--- config.mk ---
export PLATFORM = sky130hd
export DESIGN_NAME = beacon_burst_tx
export DESIGN_NICKNAME = d
export VERILOG_FILES = /design/src/rtl/beacon_burst_tx.sv
export SDC_FILE = /design/constraint.sdc
export NUM_CORES = 1
export LEC_CHECK = 0
export CAP_MARGIN = 20
export CORE_AREA = 3 3 62 93
export CTS_BUF_LIST = sky130_fd_sc_hd__clkbuf_2 sky130_fd_sc_hd__clkbuf_4 sky130_fd_sc_hd__clkbuf_8
export DETAILED_ROUTE_END_ITERATION = 10
export DIE_AREA = 0 0 65 96
export PLACE_DENSITY = 0.72
export SYNTH_ARGS = -nofsm -noshare
export SYNTH_HDL_FRONTEND = slang
export SYNTH_SLANG_ARGS = --single-unit
--- constraint.sdc ---
create_clock -name clk -period 3.3 [get_ports clk]
set_input_delay 0.66 -clock clk [delete_from_list [all_inputs] [get_ports clk]]
set_output_delay 0.66 -clock clk [all_outputs]
set_load 0.01 [all_outputs]
--- src/rtl/beacon_burst_tx.sv ---
// beacon_burst_tx: keyed-carrier burst beacon.
// Enabled, it emits bursts of a square-wave carrier ON_TU time units long,
// one burst every PERIOD_TU time units. Time is counted in tu_en strobes.
// Optional build macro BURST_JITTER_EN adds 0..JITTER_TU time units of
// pseudo-random extra off-time per burst, drawn from a 16-bit LFSR.
//
// state  | meaning
// -------+-------------------------------------------------------------
// S_IDLE | quiet, waiting for en_i
// S_ON   | carrier keyed, counting ON_TU time units
// S_OFF  | carrier off, counting off-time; then next burst or IDLE
module beacon_burst_tx #(
  parameter int CARRIER_DIV = 4,
  parameter int ON_TU       = 70,
  parameter int PERIOD_TU   = 1000,
  parameter int JITTER_TU   = 15
) (
  input  logic        clk,
  input  logic        rst,
  input  logic        clr_i,
  input  logic        en_i,
  input  logic        tu_en,
  output logic        carrier_o,
  output logic        keying_o,
  output logic        burst_start_o,
  output logic [15:0] burst_cnt_o
);

  localparam int TW = $clog2(PERIOD_TU + JITTER_TU + 1);
  localparam int DW = $clog2(CARRIER_DIV + 1);

  localparam logic [TW-1:0] ON_TGT   = TW'(ON_TU);
  localparam logic [TW-1:0] OFF_BASE = TW'(PERIOD_TU - ON_TU);
  localparam logic [DW-1:0] DIV_LOAD = DW'(CARRIER_DIV - 1);

  typedef enum logic [1:0] {
    S_IDLE = 2'd0,
    S_ON   = 2'd1,
    S_OFF  = 2'd2
  } state_t;

  state_t r_state;
  state_t w_state_nxt;

  logic [TW-1:0] r_tu_cnt;
  logic [TW-1:0] w_tu_nxt;
  logic [TW-1:0] w_tu_inc;
  logic [TW-1:0] w_off_tgt;
  logic [DW-1:0] r_div;
  logic [DW-1:0] w_div_nxt;
  logic          r_carrier;
  logic          w_carrier_nxt;
  logic          r_keying;
  logic          w_keying_nxt;
  logic          r_start;
  logic          w_start_nxt;
  logic [15:0]   r_cnt;
  logic [15:0]   w_cnt_nxt;
  logic          w_tu_hit_on;
  logic          w_tu_hit_off;
  logic          w_enter_on;

  assign w_tu_inc = r_tu_cnt + TW'(1);

  // The strobe landing in the first ON cycle is ignored, so the burst
  // always counts ON_TU whole strobes after its start.
  assign w_tu_hit_on  = tu_en && !r_start && (w_tu_inc == ON_TGT);
  assign w_tu_hit_off = tu_en && (w_tu_inc == w_off_tgt);

`ifdef BURST_JITTER_EN
  logic [15:0] r_lfsr;
  logic [15:0] w_lfsr_step;
  logic [15:0] w_lfsr_nxt;

  // Fibonacci taps 16,14,13,11 (bit n-1 for tap n), shifting toward the MSB.
  assign w_lfsr_step = {r_lfsr[14:0], r_lfsr[15] ^ r_lfsr[13] ^ r_lfsr[12] ^ r_lfsr[10]};
  assign w_lfsr_nxt  = w_enter_on ? w_lfsr_step : r_lfsr;

  // The LFSR only moves on ON entry, so the target is stable through OFF.
  assign w_off_tgt = OFF_BASE + TW'(32'(r_lfsr) % (JITTER_TU + 1));

  // LFSR advances once per burst start; reseeded by reset and clear
  always_ff @(posedge clk or posedge rst) begin
    if (rst) begin
      r_lfsr <= 16'hACE1;
    end else if (clr_i) begin
      r_lfsr <= 16'hACE1;
    end else begin
      r_lfsr <= w_lfsr_nxt;
    end
  end
`else
  assign w_off_tgt = OFF_BASE;
`endif

  // State register
  always_ff @(posedge clk or posedge rst) begin
    if (rst) begin
      r_state <= S_IDLE;
    end else begin
      r_state <= w_state_nxt;
    end
  end

  // Next-state logic; clear overrides every other input
  always_comb begin
    w_state_nxt = r_state;
    unique case (r_state)
      S_IDLE:  if (en_i) w_state_nxt = S_ON;
      S_ON:    if (w_tu_hit_on) w_state_nxt = S_OFF;
      S_OFF:   if (w_tu_hit_off) w_state_nxt = en_i ? S_ON : S_IDLE;
      default: w_state_nxt = S_IDLE;
    endcase
    if (clr_i) w_state_nxt = S_IDLE;
  end

  assign w_enter_on = (w_state_nxt == S_ON) && (r_state != S_ON);

  // Next values of counters and outputs; carrier/keying fall together on
  // leaving ON since both come from the same registered decision
  always_comb begin
    w_tu_nxt      = r_tu_cnt;
    w_div_nxt     = r_div;
    w_carrier_nxt = 1'b0;
    w_keying_nxt  = 1'b0;
    w_start_nxt   = 1'b0;
    w_cnt_nxt     = r_cnt;
    if (w_enter_on) begin
      w_tu_nxt     = '0;
      w_div_nxt    = DIV_LOAD;
      w_keying_nxt = 1'b1;
      w_start_nxt  = 1'b1;
      if (r_cnt != 16'hFFFF) w_cnt_nxt = r_cnt + 16'd1;
    end else if (w_state_nxt != r_state) begin
      w_tu_nxt  = '0;
      w_div_nxt = '0;
    end else if (r_state == S_ON) begin
      w_keying_nxt = 1'b1;
      if (tu_en && !r_start) w_tu_nxt = w_tu_inc;
      if (r_div == '0) begin
        w_div_nxt     = DIV_LOAD;
        w_carrier_nxt = ~r_carrier;
      end else begin
        w_div_nxt     = r_div - DW'(1);
        w_carrier_nxt = r_carrier;
      end
    end else if (r_state == S_OFF) begin
      if (tu_en) w_tu_nxt = w_tu_inc;
    end
  end

  // Datapath and output registers; reset drops the carrier asynchronously
  always_ff @(posedge clk or posedge rst) begin
    if (rst) begin
      r_tu_cnt  <= '0;
      r_div     <= '0;
      r_carrier <= 1'b0;
      r_keying  <= 1'b0;
      r_start   <= 1'b0;
      r_cnt     <= '0;
    end else if (clr_i) begin
      r_tu_cnt  <= '0;
      r_div     <= '0;
      r_carrier <= 1'b0;
      r_keying  <= 1'b0;
      r_start   <= 1'b0;
      r_cnt     <= '0;
    end else begin
      r_tu_cnt  <= w_tu_nxt;
      r_div     <= w_div_nxt;
      r_carrier <= w_carrier_nxt;
      r_keying  <= w_keying_nxt;
      r_start   <= w_start_nxt;
      r_cnt     <= w_cnt_nxt;
    end
  end

  assign carrier_o     = r_carrier;
  assign keying_o      = r_keying;
  assign burst_start_o = r_start;
  assign burst_cnt_o   = r_cnt;

endmodule

==> results.py <==
metrics = {
    "detailed_routing": {
        "drt-total-wl_um": 5116,
        "antenna_left": 0,
        "vias": 1983,
        "detail_route.iter0.violations": 108,
        "wl_per_cell_um": 15.14,
        "avgViaCountPerCell": 5.867,
        "post-route-drc-count": 0,
        "drtPass1Iterations": 4,
    },
    "critical_path": {
        "cp_data_required_time_ns": 3.47,
        "endpoint_kind": "flip-flop",
        "crit_arrival_ns": 3.08,
        "worstPathMaxFanout": 14,
        "criticalPathCategory": "reg2reg",
        "crit_slowest_cell": "a211oi_1",
        "slowest_delay_ns": 0.60,
        "setup.worst_path.start_class": "flip-flop",
        "path_cells": "ha_1, xnor2_1, a31o_2, nor2b_1, o211ai_1, a211oi_1, a41o_1, a21oi_1",
    },
    "clock_tree": {
        "ctsHoldBuffers": 0,
        "cts-resized-gates": 0,
        "cts.clk_slew.worst_paths_ns": 0.08,
        "clock_path_buffers": 2,
        "numClockSinks": 34,
        "cts_root_buf": "clkbuf_8",
        "cts_made_buffers": 5,
        "cts_max_level": 2,
        "cts_setup_buffers": 0,
        "clk_latency_ns": 0.29,
        "cts_tree": "built",
    },
    "synth": {
        "synth_area_um2": 2263,
        "synth_top_family_by_area": "simple AND/OR/NAND/NOR gates",
        "synth_top_area_share_pct": 37.59,
        "synthFlopType": "dfrtp_1",
        "synth-simple-area-share_pct": 23.99,
        "synth-xor-area-share_pct": 5.030,
        "synthAdderAreaFrac_pct": 2.764,
        "ys_warn_count": 0,
        "synth_compound_area_share_pct": 23.05,
        "netlist_instances": 256,
        "syn_nets": 266,
        "yosysMostFrequentCell": "dfrtp_1",
        "async_flop_share_pct": 100.0,
        "yosys-top-cells-area": "dfrtp_1, xnor2_1, nor2_1",
        "yosys-top-cells-count": "dfrtp_1, nor2_1, nand2_1",
        "synth.avg_cell_area_um2": 8.841,
        "yosysSeqAreaShare_pct": 37.59,
        "yosys.area.top_type": "dfrtp_1",
        "synth_edf_count": 0,
        "synth-seq-cells": 34,
        "synth_cell_types": 51,
        "synthMuxAreaShare_pct": 0.4422,
    },
    "global_routing": {
        "grt_max_degree": 26,
        "grt_pass1_vias": 1989,
        "grt-ovfl-total": 0,
        "grt_first_pass_wirelength_um": 8818,
        "grt_usage_pct": 18.08,
        "antenna_found_initial": 0,
    },
    "placed_design": {
        "gp_congestion": 0.8163,
        "place_area_um2": 2489,
        "dp_hpwl_um": 3718,
        "port_buffers": 23,
    },
    "final_layout": {
        "utilization_pct": 51.65,
        "nFillCells": 494,
        "n_antenna_cell": 0,
        "nets": 279,
        "final_cell_area_um2": 2626,
        "layout-drive-gt1-share_pct": 7.407,
        "area_delta_synth_final_pct": 16.03,
    },
    "floorplan": {
        "fp.dieArea_um2": 6240,
        "die-height_um": 96,
        "start_util_pct": 44.51,
        "fp-row-count": 32,
        "die_x_um": 65,
        "core_um2": 5085,
        "io_pins": 24,
    },
    "sta": {
        "finalHoldViolations": 0,
        "setup_violations": 0,
        "hold-worst-slack_ns": 0.5340,
        "tightest_slew_ns": 1.018,
        "post-route-period-util_pct": 88.31,
        "rsz0062_at_grt": "false",
        "fmax_ghz": 0.3431,
        "slew_headroom_pct": 31.86,
        "layout_min_cycle_time_ns": 2.914,
        "tns_ns": 0,
        "fin_skew_ns": 0.01256,
        "drv_slew": 0,
    },
    "job": {
        "cap_violations": 0,
    },
    "power_and_ir_drop": {
        "peakVddDrop_mv": 0.2947,
        "p_per_area_nw_per_um2": 393.5,
        "power_leakage_uw": 0.001050,
    },
    "hold_path": {
        "hold_class": "reg2reg",
    },
    "outcome": {
        "status": "finished clean",
    },
}
-- area by class of cell --
class | count | area [µm²] | area share [%]
clock inverters | 3 | 68.82 | 2.620
well taps | 68 | 85.08 | 3.240
inverters | 15 | 56.30 | 2.144
multi-input cells | 188 | 1251 | 47.64
flip-flops and latches | 34 | 850.8 | 32.40
clock buffers | 5 | 68.82 | 2.620
repair buffers | 25 | 245.2 | 9.338
-- layout by cell type (no fill, tap or decap), drive strengths merged, types with 4 or more instances in the layout --
cell type,n
clkdlybuf4s50,23
a21oi,15
and2,4
and3,8
dfrtp,34
nor3,5
nand4,10
nand2,15
nand3,14
xnor2,13
nand2b,7
inv,15
ha,5
a2bb2oi,4
o2bb2ai,4
nor2,23
clkbuf,5
o21ai,12
nand3b,4
-- metal layers --
layer	routed length, µm	global-route usage [%]
met1	2038	19.13
met2	2776	33.65
met3	167	3.037
met4	133	9.700
met5	0	0
-- flip-flops by register name, indices dropped and copies added (netlist names) --
| name | count |
|---|---|
| r_tu_cnt | 10 |
| burst_cnt_o | 16 |
| burst_start_o | 1 |
| keying_o | 1 |
| r_state | 2 |
| carrier_o | 1 |
| r_div | 3 |
-- cell families (layout without fill, tap and decap cells) --
kind of cell	Yosys count	in the layout
buffers and inverters	34	48
multiplexers	1	1
flip-flops	34	34
AO/OA/AOI/OAI	67	67
AND/OR/NAND/NOR	102	102
adder cells (fa/ha/maj)	5	5
XOR/XNOR	13	13
-- stage by stage --
stage / worst slack (ns) / instances / total power [µW]
2_1_floorplan: 0.9373 / 256 / 538.9
3_3_place_gp: 0.4281 / 330 / 577.2
3_5_place_dp: 0.3269 / 330 / 579.7
4_1_cts: 0.4046 / 338 / 1046
5_1_grt: 0.1968 / 338 / 1088
6_report: 0.3857 / 338 / 1033
-- power by group --
group | internal (µW) | switching (µW) | total, µW
logic | 53.2 | 71.6 | 125
clock network | 303 | 161 | 463
registers | 430 | 15.2 | 445
-- final timing paths --
check	from	endpoint	depth (start not counted)	slack, ns
max in group asynchronous	rst	burst_cnt_o[5]	3	1.98
worst max-delay path	r_tu_cnt[0]	burst_cnt_o[11]	8	0.39
worst min register to register	r_div[2]	r_div[2]	1	0.53
worst min-delay path	r_div[2]	r_div[2]	1	0.53
worst max register to register	r_tu_cnt[0]	burst_cnt_o[11]	8	0.39
min in group asynchronous	rst	r_tu_cnt[4]	2	0.65
-- worst max-delay path: cells and delay by family (launching register included) --
kind | cells | cell delay, ns
simple gates | 1 | 0.17
compound gates | 5 | 1.50
fa+ha+maj | 1 | 0.46
xor+xnor | 1 | 0.17
flops | 1 | 0.49
No activity file was read; power rests on OpenSTA's default activity.
